`src/rtl/layer0_pkg.sv`:
```
// Shared definitions for the layer0 feature quantizer: code width, FSM states
// and default signed thresholds.
package layer0_pkg;

    localparam int QCODE_W = 2;

    localparam int THR_LO_DEF  = -100;
    localparam int THR_MID_DEF = 0;
    localparam int THR_HI_DEF  = 100;

    typedef enum logic [1:0] {
        COLLECT = 2'd0,
        HOLD    = 2'd1,
        RESYNC  = 2'd2
    } state_e;

endpackage

```
`src/rtl/feature_quant.sv`:
```
// Purely combinational 4-level quantizer: maps one signed sample onto a
// 2-bit code using three signed thresholds.
module feature_quant
    import layer0_pkg::*;
#(
    parameter int SAMPLE_W = 16,
    parameter int THR_LO   = THR_LO_DEF,
    parameter int THR_MID  = THR_MID_DEF,
    parameter int THR_HI   = THR_HI_DEF
) (
    input  logic signed [SAMPLE_W-1:0] sample_i,
    output logic        [QCODE_W-1:0]  code_o
);

    int sample_ext;

    // Widening to int keeps the comparison signed against the int thresholds.
    assign sample_ext = int'(sample_i);

    always_comb begin
        if (sample_ext < THR_LO) begin
            code_o = 2'b00;
        end else if (sample_ext < THR_MID) begin
            code_o = 2'b01;
        end else if (sample_ext < THR_HI) begin
            code_o = 2'b10;
        end else begin
            code_o = 2'b11;
        end
    end

endmodule

```
`src/rtl/layer0_feature_quantizer.sv`:
```
// Collects NUM_FEAT quantized samples per frame into a packed feature vector,
// checks frame alignment and hands the vector to layer0 over a valid/ready link.
module layer0_feature_quantizer
    import layer0_pkg::*;
#(
    parameter int SAMPLE_W = 16,
    parameter int NUM_FEAT = 8,
    parameter int THR_LO   = THR_LO_DEF,
    parameter int THR_MID  = THR_MID_DEF,
    parameter int THR_HI   = THR_HI_DEF
) (
    input  logic                           clk,
    input  logic                           rst_n,
    input  logic [SAMPLE_W-1:0]            s_data,
    input  logic                           s_valid,
    input  logic                           s_last,
    output logic                           s_ready,
    output logic [QCODE_W*NUM_FEAT-1:0]    m_data,
    output logic                           m_valid,
    input  logic                           m_ready,
    output logic                           err_align
);

    localparam int                VEC_W    = QCODE_W * NUM_FEAT;
    localparam int                CNT_W    = (NUM_FEAT > 1) ? $clog2(NUM_FEAT) : 1;
    localparam logic [CNT_W-1:0]  LAST_IDX = CNT_W'(NUM_FEAT - 1);

    state_e             state_q;
    logic [CNT_W-1:0]   cnt_q;
    logic [VEC_W-1:0]   coll_q;
    logic [VEC_W-1:0]   coll_d;
    logic [VEC_W-1:0]   m_data_q;
    logic               m_valid_q;
    logic               s_ready_q;
    logic               err_q;
    logic [QCODE_W-1:0] code;
    logic               accept;
    logic               out_hs;
    logic               out_free;

    feature_quant #(
        .SAMPLE_W (SAMPLE_W),
        .THR_LO   (THR_LO),
        .THR_MID  (THR_MID),
        .THR_HI   (THR_HI)
    ) u_quant (
        .sample_i (s_data),
        .code_o   (code)
    );

    assign accept   = s_valid && s_ready_q;
    assign out_hs   = m_valid_q && m_ready;
    assign out_free = !m_valid_q || m_ready;

    // NOTE: every signal written in always_comb gets a full default first, so no latch is inferred.
    always_comb begin
        coll_d = coll_q;
        coll_d[QCODE_W*int'(cnt_q) +: QCODE_W] = code;
    end

    // NOTE: sequential state uses non-blocking assignments only; the async reset clears every register including the vector storage.
    always_ff @(posedge clk or negedge rst_n) begin
        if (!rst_n) begin
            state_q   <= COLLECT;
            cnt_q     <= '0;
            coll_q    <= '0;
            m_data_q  <= '0;
            m_valid_q <= 1'b0;
            s_ready_q <= 1'b1;
            err_q     <= 1'b0;
        end else begin
            err_q <= 1'b0;
            if (out_hs) begin
                m_valid_q <= 1'b0;
            end
            unique case (state_q)
                COLLECT: begin
                    if (accept) begin
                        if (cnt_q == LAST_IDX) begin
                            cnt_q <= '0;
                            if (!s_last) begin
                                err_q   <= 1'b1;
                                coll_q  <= '0;
                                state_q <= RESYNC;
                            end else if (out_free) begin
                                m_data_q  <= coll_d;
                                m_valid_q <= 1'b1;
                                coll_q    <= '0;
                            end else begin
                                // Output still busy: park the finished vector and stall input.
                                coll_q    <= coll_d;
                                s_ready_q <= 1'b0;
                                state_q   <= HOLD;
                            end
                        end else if (s_last) begin
                            err_q  <= 1'b1;
                            cnt_q  <= '0;
                            coll_q <= '0;
                        end else begin
                            coll_q <= coll_d;
                            cnt_q  <= cnt_q + CNT_W'(1);
                        end
                    end
                end
                HOLD: begin
                    if (out_hs) begin
                        m_data_q  <= coll_q;
                        m_valid_q <= 1'b1;
                        coll_q    <= '0;
                        s_ready_q <= 1'b1;
                        state_q   <= COLLECT;
                    end
                end
                RESYNC: begin
                    if (accept && s_last) begin
                        cnt_q   <= '0;
                        state_q <= COLLECT;
                    end
                end
                default: begin
                    state_q   <= COLLECT;
                    s_ready_q <= 1'b1;
                end
            endcase
        end
    end

    assign s_ready   = s_ready_q;
    assign m_data    = m_data_q;
    assign m_valid   = m_valid_q;
    assign err_align = err_q;

endmodule

```
`config.mk`:
```
export PLATFORM = sky130hd
export DESIGN_NAME = layer0_feature_quantizer
export DESIGN_NICKNAME = d
export VERILOG_FILES = /design/src/rtl/layer0_pkg.sv /design/src/rtl/feature_quant.sv /design/src/rtl/layer0_feature_quantizer.sv
export SDC_FILE = /design/constraint.sdc
export NUM_CORES = 1
export LEC_CHECK = 0
export BUFFER_PORTS_ARGS = -buffer_cell sky130_fd_sc_hd__clkbuf_2
export CORE_MARGIN = 3
export CORE_UTILIZATION = 50
export CTS_CLUSTER_SIZE = 25
export DETAILED_ROUTE_END_ITERATION = 7
export PLACE_DENSITY = 0.85
export SYNTH_ARGS = -nofsm -noshare
export SYNTH_HDL_FRONTEND = slang
export SYNTH_HIERARCHICAL = 1
export SYNTH_SLANG_ARGS = --single-unit
```
`constraint.sdc`:
```
create_clock -name clk -period 2.5 [get_ports clk]
set_input_delay 0 -clock clk [delete_from_list [all_inputs] [get_ports clk]]
set_output_delay 0 -clock clk [all_outputs]
set_load 0.02 [all_outputs]
```
==> metrics.cfg, run 1 <==
[routing]
via_count = 1748
routedWlPerCell_um = 15.8
drcViolationCount = 0
ant_nets = 0
drt-pass1-iter-count = 4
routed.top_layer = met4
routed_wl_um = 4770
viasPerCell = 5.79
wl_met1_um = 2250
met2_wirelength_um = 2250
drt-initial-drc-count = 162
met3_length_um = 223

[grt]
gr-total-overflow = 0
grt_util_all_layers_pct = 19.4
grt_antenna_before_repair = 0
grt_pass1_vias = 1737
grt_max_degree = 41
grt_pass1_wl_um = 8360

[place]
portBuffers = 37
dpl.hpwl_um = 3360
dp_cells = 291
gp_congestion = 0.938

[synthesis]
synthesis.nets = 228
synthTopCellsByArea = dfrtp_1 (41%), mux2_2 (8.0%), mux2_4 (6.9%), ha_1 (3.1%), a32o_1 (2.9%)
synth.largest_area_cell = dfrtp_1
ys_warn_count = 6
async_flop_share_pct = 100
avgSynthCellArea_um2 = 11.9
synthCells = 201
synth-edff-count = 0
synth_area_mm2 = 0.00239
synth_top_area_share_pct = 40.9
synth_seq_cells = 40
synth_ff_type = dfrtp_1
synth_cell_types = 55
synth-seq-area-share_pct = 42.0

[die]
die_w_um = 75.1
rows = 24
dieArea_mm2 = 0.00564
core_mm2 = 0.00447
io_pins = 40
initial_core_util_pct = 53.4
die_h_um = 75.1

[power_and_ir_drop]
p_leak_nw = 1.27
power.density_mw_per_mm2 = 416
vdd_drop_max_uv = 290

[cts]
clockBufferDepth = 2
cts_sinks = 40
cts_root_buf = clkbuf_8
clk_latency_ns = 0.30
cts_buffers = 5
clk_pin_slew_worst_paths_ns = 0.08
cts_tree = built
postCtsSetupBuffers = 0
htreeDepth = 2

[layout]
diodes = 0
seq_area_mm2 = 0.00100
area_growth_pct = 15.3
stdcell_count = 302
layout_common_cells = dfrtp_1 (38), clkbuf_2 (37), mux2_2 (17), mux2_4 (11), nand2_1 (11)
final_layout_size_suffix_gt1_share_pct = 41.6
fill_cells = 359
multi_input_area_mm2 = 0.00127
nets = 276
final_common_cell = dfrtp_1

[timing]
final.setup.tns_ns = 0
max_slew_margin_pct = 35.0
skew_ns = 0.00700
tightest_slew_ns = 0.974
max_freq_ghz = 0.423
period_minus_slack_ns = 2.36
post-route-period-util_pct = 94.5
hold_viol = 0
rsz0062_at_grt = false
slew_viol_final = 0
setup_viol = 0

[worst_setup_path]
r2r-start = cnt_q[1]
startpoint_type = flip-flop
rr_endpoint = m_data[12]
crit_arrival_ns = 2.54
cp.required_ns = 2.68
r2r_slack_ns = 0.14
critPathMaxFanout = 6
end_kind = flip-flop
crit_type = reg -> reg
reg2reg_depth = 7

[hold_path]
min_from = s_last
hold_end = state_q[1]
hold_class = in -> reg
hold_depth = 2

[job]
maxCapViolations = 0

[run_status]
outcome = finished, final reports clean

## sequential cells by signal (all words and copies together), names as in the netlist
signal and cells:
cnt_q 3, coll_q 16, err_align 1, m_data 16
m_valid 1, s_ready 1, state_q 2
## worst max path at each step
stage                     startpoint         end  slack [ns]  cells past startpoint
after floorplan             cnt_q[0]  m_data[12]        0.11                      8
after global placement      cnt_q[1]  m_data[13]        0.16                      7
after detailed placement    cnt_q[1]   m_data[8]        0.08                      7
after CTS                   cnt_q[1]   m_data[8]        0.06                      7
after global routing        cnt_q[1]  m_data[12]        0.02                      7
final                       cnt_q[1]  m_data[12]        0.14                      7
## critical path, stage by stage (launching register included)
cell,delay (ns)
dfrtp_2,0.41
inv_1,0.06
ha_1,0.20
ha_1,0.38
or2b_1,0.31
nor4_4,0.26
mux2_2,0.36
mux2_4,0.25
## layout make-up
class	instances	area share, %
inverter	9	1.23
clock inverter	2	0.363
multi-input combinational	143	46.1
sequential	40	36.4
clock buffer	6	3.00
tap	52	2.36
timing repair buffer	50	10.5
## per-layer routing
| metal | track usage, % | vias up |
|---|---|---|
| met5 | 0 | - |
| met4 | 5.93 | 0 |
| met3 | 4.67 | 6 |
| met2 | 29.7 | 39 |
| met1 | 27.3 | 853 |
| li1 | - | 850 |
## cells in the mapped netlist (3+ instances only)
master / instances
o2bb2ai_1: 8
nor4_4: 3
buf_6: 4
mux2_2: 17
dfrtp_1: 39
o21ai_0: 8
mux2_1: 3
nand2_1: 11
mux2_4: 11
nor3_1: 6
buf_2: 3
a22o_1: 4
nand4_1: 3
ha_1: 6
inv_1: 9
a21oi_1: 3
nor2_1: 10
nand2b_1: 3
a32o_1: 7
## logic make-up (layout without fill, tap and decap cells)
family / count (synthesis) / in the layout / share of synthesized area, %
XOR/XNOR: 1 / 1 / 0.367
flip-flops: 40 / 40 / 42.0
buffers and inverters: 18 / 67 / 4.98
AND/OR/NAND/NOR: 62 / 62 / 18.8
AO/OA/AOI/OAI: 41 / 41 / 13.6
adder cells (fa/ha/maj): 6 / 6 / 3.14
multiplexers: 33 / 33 / 17.2
## metrics by stage
step	worst slack, ns	power, mW	cell area, um^2	utilization (%)	hold WS, ns
6_report	0.137	1.15	2760	61.6	0.0234
2_1_floorplan	0.113	0.674	2390	-	-0.296
4_1_cts	0.0556	1.16	2750	61.5	0.0135
5_1_grt	0.0200	1.20	2760	61.6	0.0424
3_5_place_dp	0.0772	0.708	2630	58.8	0.219
3_3_place_gp	0.159	0.707	2630	58.8	0.197
## repair_timing
item / 4_1_cts / 5_1_grt
resized for setup: 0 / 3
hold buffers: 3 / 0
endpoints found under the hold margin: 41 / 0
endpoints found under the setup margin: 0 / 6
## where the power goes
group          switching (mW)  internal, mW
clock                   0.227         0.220
combinational          0.0319        0.0197
sequential                  0         0.647
total                   0.259         0.887
Power figures use the tool's default switching activity.
==> run 2, diff against run 1 <==
Settings changed: GPL_ROUTABILITY_DRIVEN set to 0, PLACE_DENSITY 0.85 to 0.83.
==> metrics.cfg, run 2 (synthesis gave the netlist of run 1 again) <==
[place]
dpl.hpwl_um = 3610  ; was 3360 um
detailed_place.area_mm2 = 0.00264  ; was 0.00263 mm^2
portBuffers = 37  ; unchanged

[layout]
fill_cells = 344  ; was 359
fin_area_mm2 = 0.00277  ; was 0.00276 mm^2
diodes = 0  ; unchanged
final_common_cell = dfrtp_1  ; unchanged
area_growth_pct = 16.0  ; was 15.3%
nets = 277  ; was 276
multi_input_area_mm2 = 0.00127  ; about the same
final_layout_size_suffix_gt1_share_pct = 41.0  ; was 41.6%
layout_common_cells = dfrtp_1 (39), clkbuf_2 (37), mux2_2 (17), mux2_4 (11), nand2_1 (11)  ; was dfrtp_1 (38), clkbuf_2 (37), mux2_2 (17), mux2_4 (11), nand2_1 (11)
seq_area_mm2 = 0.00100  ; about the same

[grt]
grt_pass1_vias = 1719  ; was 1737
grt_max_degree = 41  ; unchanged
gr-total-overflow = 0  ; unchanged
grt_pass1_wl_um = 8220  ; was 8360 um
grt_antenna_before_repair = 0  ; unchanged
grt_util_all_layers_pct = 19.2  ; was 19.4%

[timing]
period_minus_slack_ns = 2.34  ; was 2.36 ns
hold_viol = 0  ; unchanged
slew_viol_final = 0  ; unchanged
final.setup.tns_ns = 0  ; unchanged
max_freq_ghz = 0.427  ; was 0.423 GHz
skew_ns = 0.00646  ; was 0.00700 ns
setup_viol = 0  ; unchanged
post-route-period-util_pct = 93.6  ; was 94.5%
rsz0062_at_grt = false  ; unchanged
tightest_slew_ns = 0.974  ; about the same
max_slew_margin_pct = 35.1  ; was 35.0%

[worst_setup_path]
reg2reg_depth = 7  ; unchanged
crit_arrival_ns = 2.52  ; was 2.54 ns
r2r_slack_ns = 0.16  ; was 0.14 ns
crit_type = reg -> reg  ; unchanged
cp.required_ns = 2.68  ; about the same
end_kind = flip-flop  ; unchanged
r2r-start = cnt_q[1]  ; unchanged
critPathMaxFanout = 6  ; unchanged
cp-startpoint = cnt_q[1]  ; unchanged
startpoint_type = flip-flop  ; unchanged
setup.worst_path.end = m_data[9]  ; was m_data[12]
rr_endpoint = m_data[9]  ; was m_data[12]

[hold_path]
hold_class = in -> reg  ; unchanged

[routing]
viasPerCell = 5.85  ; was 5.79
drt-pass1-iter-count = 4  ; unchanged
drcViolationCount = 0  ; unchanged
routed_wl_um = 4950  ; was 4770 um
routedWlPerCell_um = 16.3  ; was 15.8 um
via_count = 1773  ; was 1748
drt-initial-drc-count = 88  ; was 162
ant_nets = 0  ; unchanged

[die]
initial_core_util_pct = 53.4  ; unchanged
die_h_um = 75.1  ; unchanged
io_pins = 40  ; unchanged
die_w_um = 75.1  ; unchanged
dieArea_mm2 = 0.00564  ; unchanged
core_mm2 = 0.00447  ; unchanged
rows = 24  ; unchanged

[power_and_ir_drop]
power.density_mw_per_mm2 = 412  ; was 416 mW/mm^2
vdd_drop_max_uv = 316  ; was 290 uV
total_power_mw = 1.14  ; was 1.15 mW
p_leak_nw = 1.27  ; about the same

[cts]
htreeDepth = 2  ; unchanged
clockBufferDepth = 2  ; unchanged
cts_buffers = 5  ; unchanged
clk_latency_ns = 0.29  ; was 0.30 ns
cts_tree = built  ; unchanged
cts_root_buf = clkbuf_8  ; unchanged
cts_sinks = 40  ; unchanged
clk_pin_slew_worst_paths_ns = 0.08  ; about the same

[job]
maxCapViolations = 0  ; unchanged

[run_status]
outcome = finished, final reports clean  ; unchanged

==> run 2: cell count changes in the layout (fill, tap and decap cells not counted), sizes merged <==
cell  change
buf       +1
==> run 2: repair_timing <==
action	in CTS	in global routing
hold buffers	3	0
setup buffers	0	1
endpoints found under the hold margin	41	0
gates resized for setup	0	0
endpoints found under the setup margin	0	2
==> run 2: how the worst min path moves through the flow <==
stage	from	end	slack, ns	cells after the start
2_1_floorplan	rst_n	cnt_q[0]	-0.30	0
3_3_place_gp	rst_n	state_q[0]	0.20	1
3_5_place_dp	rst_n	state_q[1]	0.21	1
4_1_cts	s_last	state_q[1]	0.02	2
5_1_grt	s_last	state_q[1]	0.05	2
6_report	s_last	state_q[1]	0.03	2
==> run 2: power breakdown <==
part / total [mW] / switching [mW] / internal (mW)
registers: 0.647 / 0 / 0.647
clock network: 0.444 / 0.224 / 0.220
logic: 0.0526 / 0.0328 / 0.0197
==> run 2: critical path, cell delays in order, from the launching register on <==
cell     delay (ns)
dfrtp_1        0.42
inv_1          0.06
ha_1           0.20
ha_1           0.20
or2_1          0.35
nor4_4         0.36
mux2_2         0.37
mux2_4         0.25
==> run 2: area by class of cell <==
cell class / instances / area share [%]
clock inverters: 2 / 0.361
inverters: 9 / 1.22
repair buffers: 51 / 11.2
well taps: 52 / 2.35
clock buffers: 6 / 2.98
multi-input cells: 143 / 45.7
flip-flops and latches: 40 / 36.2
==> run 2: metrics by stage <==
stage	cells	util [%]	hold slack [ns]	worst slack (ns)
floorplan	201	-	-0.296	0.113
global placement	291	59.0	0.196	0.194
detailed placement	291	59.0	0.207	0.167
CTS	302	61.8	0.0172	0.109
global route	303	61.9	0.0529	0.0317
finish	303	61.9	0.0295	0.160
==> run 2: layer usage <==
metal	part of all wire [%]	track usage [%]
met1	46	25.9
met2	49	31.1
met3	3.8	3.20
met4	1.0	7.11
met5	0	0
==> run 3, diff against run 2 <==
Settings changed: CTS_BUF_LIST set to sky130_fd_sc_hd__clkbuf_2, SETUP_SLACK_MARGIN set to 0.2, SYNTH_HIERARCHICAL 1 to not set.
==> metrics.cfg, run 3 <==
[synthesis]
synth.largest_area_cell = dfrtp_1  ; unchanged
post-synth-top-count-cell = dfrtp_1  ; unchanged
synth_area_mm2 = 0.00236  ; was 0.00239 mm^2
synthTopCellsByArea = dfrtp_1 (41%), mux2_1 (5.3%), mux2_2 (5.3%), ha_1 (4.2%), o2bb2ai_1 (4.1%)  ; was dfrtp_1 (41%), mux2_2 (8.0%), mux2_4 (6.9%), ha_1 (3.1%), a32o_1 (2.9%)
netlist_top_cells_count = dfrtp_1 (39), inv_1 (14), nand2_1 (12)  ; was dfrtp_1 (39), mux2_2 (17), mux2_4 (11), nand2_1 (11), nor2_1 (10)
synth_cell_types = 53  ; was 55
synth_ff_type = dfrtp_1  ; unchanged
synth_top_area_share_pct = 41.4  ; was 40.9%
synthCells = 222  ; was 201
synth-seq-area-share_pct = 42.5  ; was 42.0%
ys_warn_count = 0  ; was 6
synth_seq_cells = 40  ; unchanged
avgSynthCellArea_um2 = 10.6  ; was 11.9 um^2
synthesis.nets = 251  ; was 228
async_flop_share_pct = 100  ; unchanged
synth-edff-count = 0  ; unchanged

[power_and_ir_drop]
p_leak_nw = 1.36  ; was 1.27 nW
swShare_pct = 24.2  ; was 22.4%
power.density_mw_per_mm2 = 404  ; was 412 mW/mm^2
vdd_drop_max_uv = 309  ; was 316 uV
combPwrFrac_pct = 5.2  ; was 4.6%
total_power_mw = 1.11  ; was 1.14 mW
switchingPower_mw = 0.270  ; was 0.257 mW
p_int_mw = 0.844  ; was 0.887 mW
pwr-share-seq_pct = 58.2  ; was 56.6%
clockPowerShare_pct = 36.6  ; was 38.8%

[worst_setup_path]
critPathMaxStageDelay_ns = 0.44  ; was 0.42 ns
end_kind = flip-flop  ; unchanged
critical_path.slowest_cell = dfrtp_2  ; was dfrtp_1
r2r-start = cnt_q[0]  ; was cnt_q[1]
crit_arrival_ns = 2.56  ; was 2.52 ns
cp_cell_sequence = buf_4 > ha_1 > ha_1 > or2_1 > a211oi_4 > nand2_2 > o22ai_1  ; was inv_1 > ha_1 > ha_1 > or2_1 > nor4_4 > mux2_2 > mux2_4
rr_endpoint = coll_q[1]  ; was m_data[9]
reg2reg_depth = 7  ; unchanged
critPathMaxFanout = 9  ; was 6
r2r_slack_ns = 0.28  ; was 0.16 ns
crit_type = reg -> reg  ; unchanged
startpoint_type = flip-flop  ; unchanged
cpMostUsedCell = ha_1  ; unchanged
cp.required_ns = 2.84  ; was 2.68 ns

[die]
die_w_um = 74.7  ; was 75.1 um
die_h_um = 74.7  ; was 75.1 um
rows = 24  ; unchanged
core_mm2 = 0.00444  ; was 0.00447 mm^2
initial_core_util_pct = 53.1  ; was 53.4%
io_pins = 40  ; unchanged
dieArea_mm2 = 0.00558  ; was 0.00564 mm^2

[grt]
grt_pass1_wl_um = 8330  ; was 8220 um
grt_antenna_before_repair = 0  ; unchanged
grt_pass1_vias = 1817  ; was 1719
grt_max_degree = 24  ; was 41
gr-total-overflow = 0  ; unchanged
grt_util_all_layers_pct = 19.6  ; was 19.2%

[timing]
skew_ns = 0.0277  ; was 0.00646 ns
hold_viol = 0  ; unchanged
setup_viol = 0  ; unchanged
post-route-period-util_pct = 88.8  ; was 93.6%
slew_viol_final = 0  ; unchanged
period_minus_slack_ns = 2.22  ; was 2.34 ns
max_slew_margin_pct = 65.9  ; was 35.1%
fin_hold_ws_ns = 0.0140  ; was 0.0295 ns
setup_slack_ns = 0.280  ; was 0.160 ns
rsz0062_at_grt = true  ; was false
max_freq_ghz = 0.450  ; was 0.427 GHz
tightest_slew_ns = 0.509  ; was 0.974 ns
final.setup.tns_ns = 0  ; unchanged

[routing]
drcViolationCount = 0  ; unchanged
drt-pass1-iter-count = 4  ; unchanged
ant_nets = 0  ; unchanged
drt-initial-drc-count = 202  ; was 88
viasPerCell = 6.01  ; was 5.85
routedWlPerCell_um = 15.5  ; was 16.3 um
routed_wl_um = 5020  ; was 4950 um
via_count = 1947  ; was 1773

[layout]
layout_common_cells = clkbuf_2 (42), dfrtp_1 (38), inv_1 (14)  ; was dfrtp_1 (39), clkbuf_2 (37), mux2_2 (17), mux2_4 (11), nand2_1 (11)
area_growth_pct = 17.0  ; was 16.0%
stdcell_count = 324  ; was 303
nets = 300  ; was 277
diodes = 0  ; unchanged
post-route-util_pct = 62.1  ; was 61.9%
seq_area_mm2 = 0.00100  ; about the same
fin_area_mm2 = 0.00276  ; was 0.00277 mm^2
multi_input_area_mm2 = 0.00128  ; was 0.00127 mm^2
final_common_cell = clkbuf_2  ; was dfrtp_1
final_layout_size_suffix_gt1_share_pct = 30.1  ; was 41.0%
fill_cells = 375  ; was 344

[cts]
clk_pin_slew_worst_paths_ns = 0.23  ; was 0.08 ns
cts_tree = built  ; unchanged
cts_buffers = 5  ; unchanged
clockBufferDepth = 2  ; unchanged
clk_latency_ns = 0.43  ; was 0.29 ns
htreeDepth = 2  ; unchanged
cts_sinks = 40  ; unchanged
postCtsSetupBuffers = 0  ; unchanged
cts_root_buf = clkbuf_2  ; was clkbuf_8

[hold_path]
hold_class = in -> async  ; was in -> reg

[job]
maxCapViolations = 0  ; unchanged

[place]
dpl.hpwl_um = 3710  ; was 3610 um
portBuffers = 37  ; unchanged
dp_cells = 311  ; was 291
detailed_place.area_mm2 = 0.00261  ; was 0.00264 mm^2
dp_slack_ns = 0.195  ; was 0.167 ns

[run_status]
outcome = finished, final reports clean  ; unchanged

==> run 3: kinds of logic after synthesis <==
logic type / count (synthesis) / synth area share (%)
mux: 24 / 11.4
simple gates: 69 / 18.2
flops: 40 / 42.5
fa+ha+maj: 8 / 4.24
xor+xnor: 1 / 0.371
compound gates: 59 / 18.8
buf+inv: 21 / 4.51
==> run 3: critical path: cells and delay by family (launching register included) <==
| family | cells | cell delay [ns] |
|---|---|---|
| buf+inv | 1 | 0.17 |
| fa+ha+maj | 2 | 0.44 |
| simple gates | 2 | 0.50 |
| flops | 1 | 0.44 |
| compound gates | 2 | 0.60 |
==> run 3: area by class of cell <==
class | count | area share (%)
Multi-Input combinational cell | 161 | 46.4
Sequential cell | 40 | 36.4
Timing Repair Buffer | 48 | 10.2
Tap cell | 52 | 2.36
Inverter | 15 | 2.04
Clock inverter | 3 | 1.72
Clock buffer | 5 | 0.907
==> run 3: power by group through the flow <==
| stage | logic (mW) | clock network [mW] | registers (mW) |
|---|---|---|---|
| 2_1_floorplan | 0.0144 | 0 | 0.659 |
| 3_3_place_gp | 0.0520 | 0 | 0.659 |
| 3_5_place_dp | 0.0533 | 0 | 0.659 |
| 4_1_cts | 0.0584 | 0.418 | 0.648 |
| 5_1_grt | 0.0651 | 0.439 | 0.649 |
| 6_report | 0.0580 | 0.408 | 0.648 |
==> run 3: per-layer routing <==
| metal | GRT usage, % | share of wire, % | up-vias |
|---|---|---|---|
| met5 | 0 | 0 | - |
| met4 | 10.7 | 2.5 | 0 |
| met3 | 3.60 | 5.8 | 12 |
| met2 | 30.1 | 46 | 64 |
| met1 | 26.2 | 46 | 939 |
| li1 | - | - | 932 |
==> run 3: repair_timing <==
action,4_1_cts,5_1_grt
hold buffers,5,0
endpoints found under the setup margin,1,17
gates resized for setup,1,4
hold endpoints to repair,45,0
==> run 3: how the worst max path moves through the flow <==
stage / startpoint / slack (ns) / end
global placement: cnt_q[0] / 0.25 / m_data[15]
CTS: cnt_q[0] / 0.21 / coll_q[1]
global route: cnt_q[0] / 0.16 / coll_q[1]
floorplan: cnt_q[0] / 0.28 / m_data[13]
finish: cnt_q[0] / 0.28 / coll_q[1]
detailed placement: cnt_q[0] / 0.19 / m_data[2]
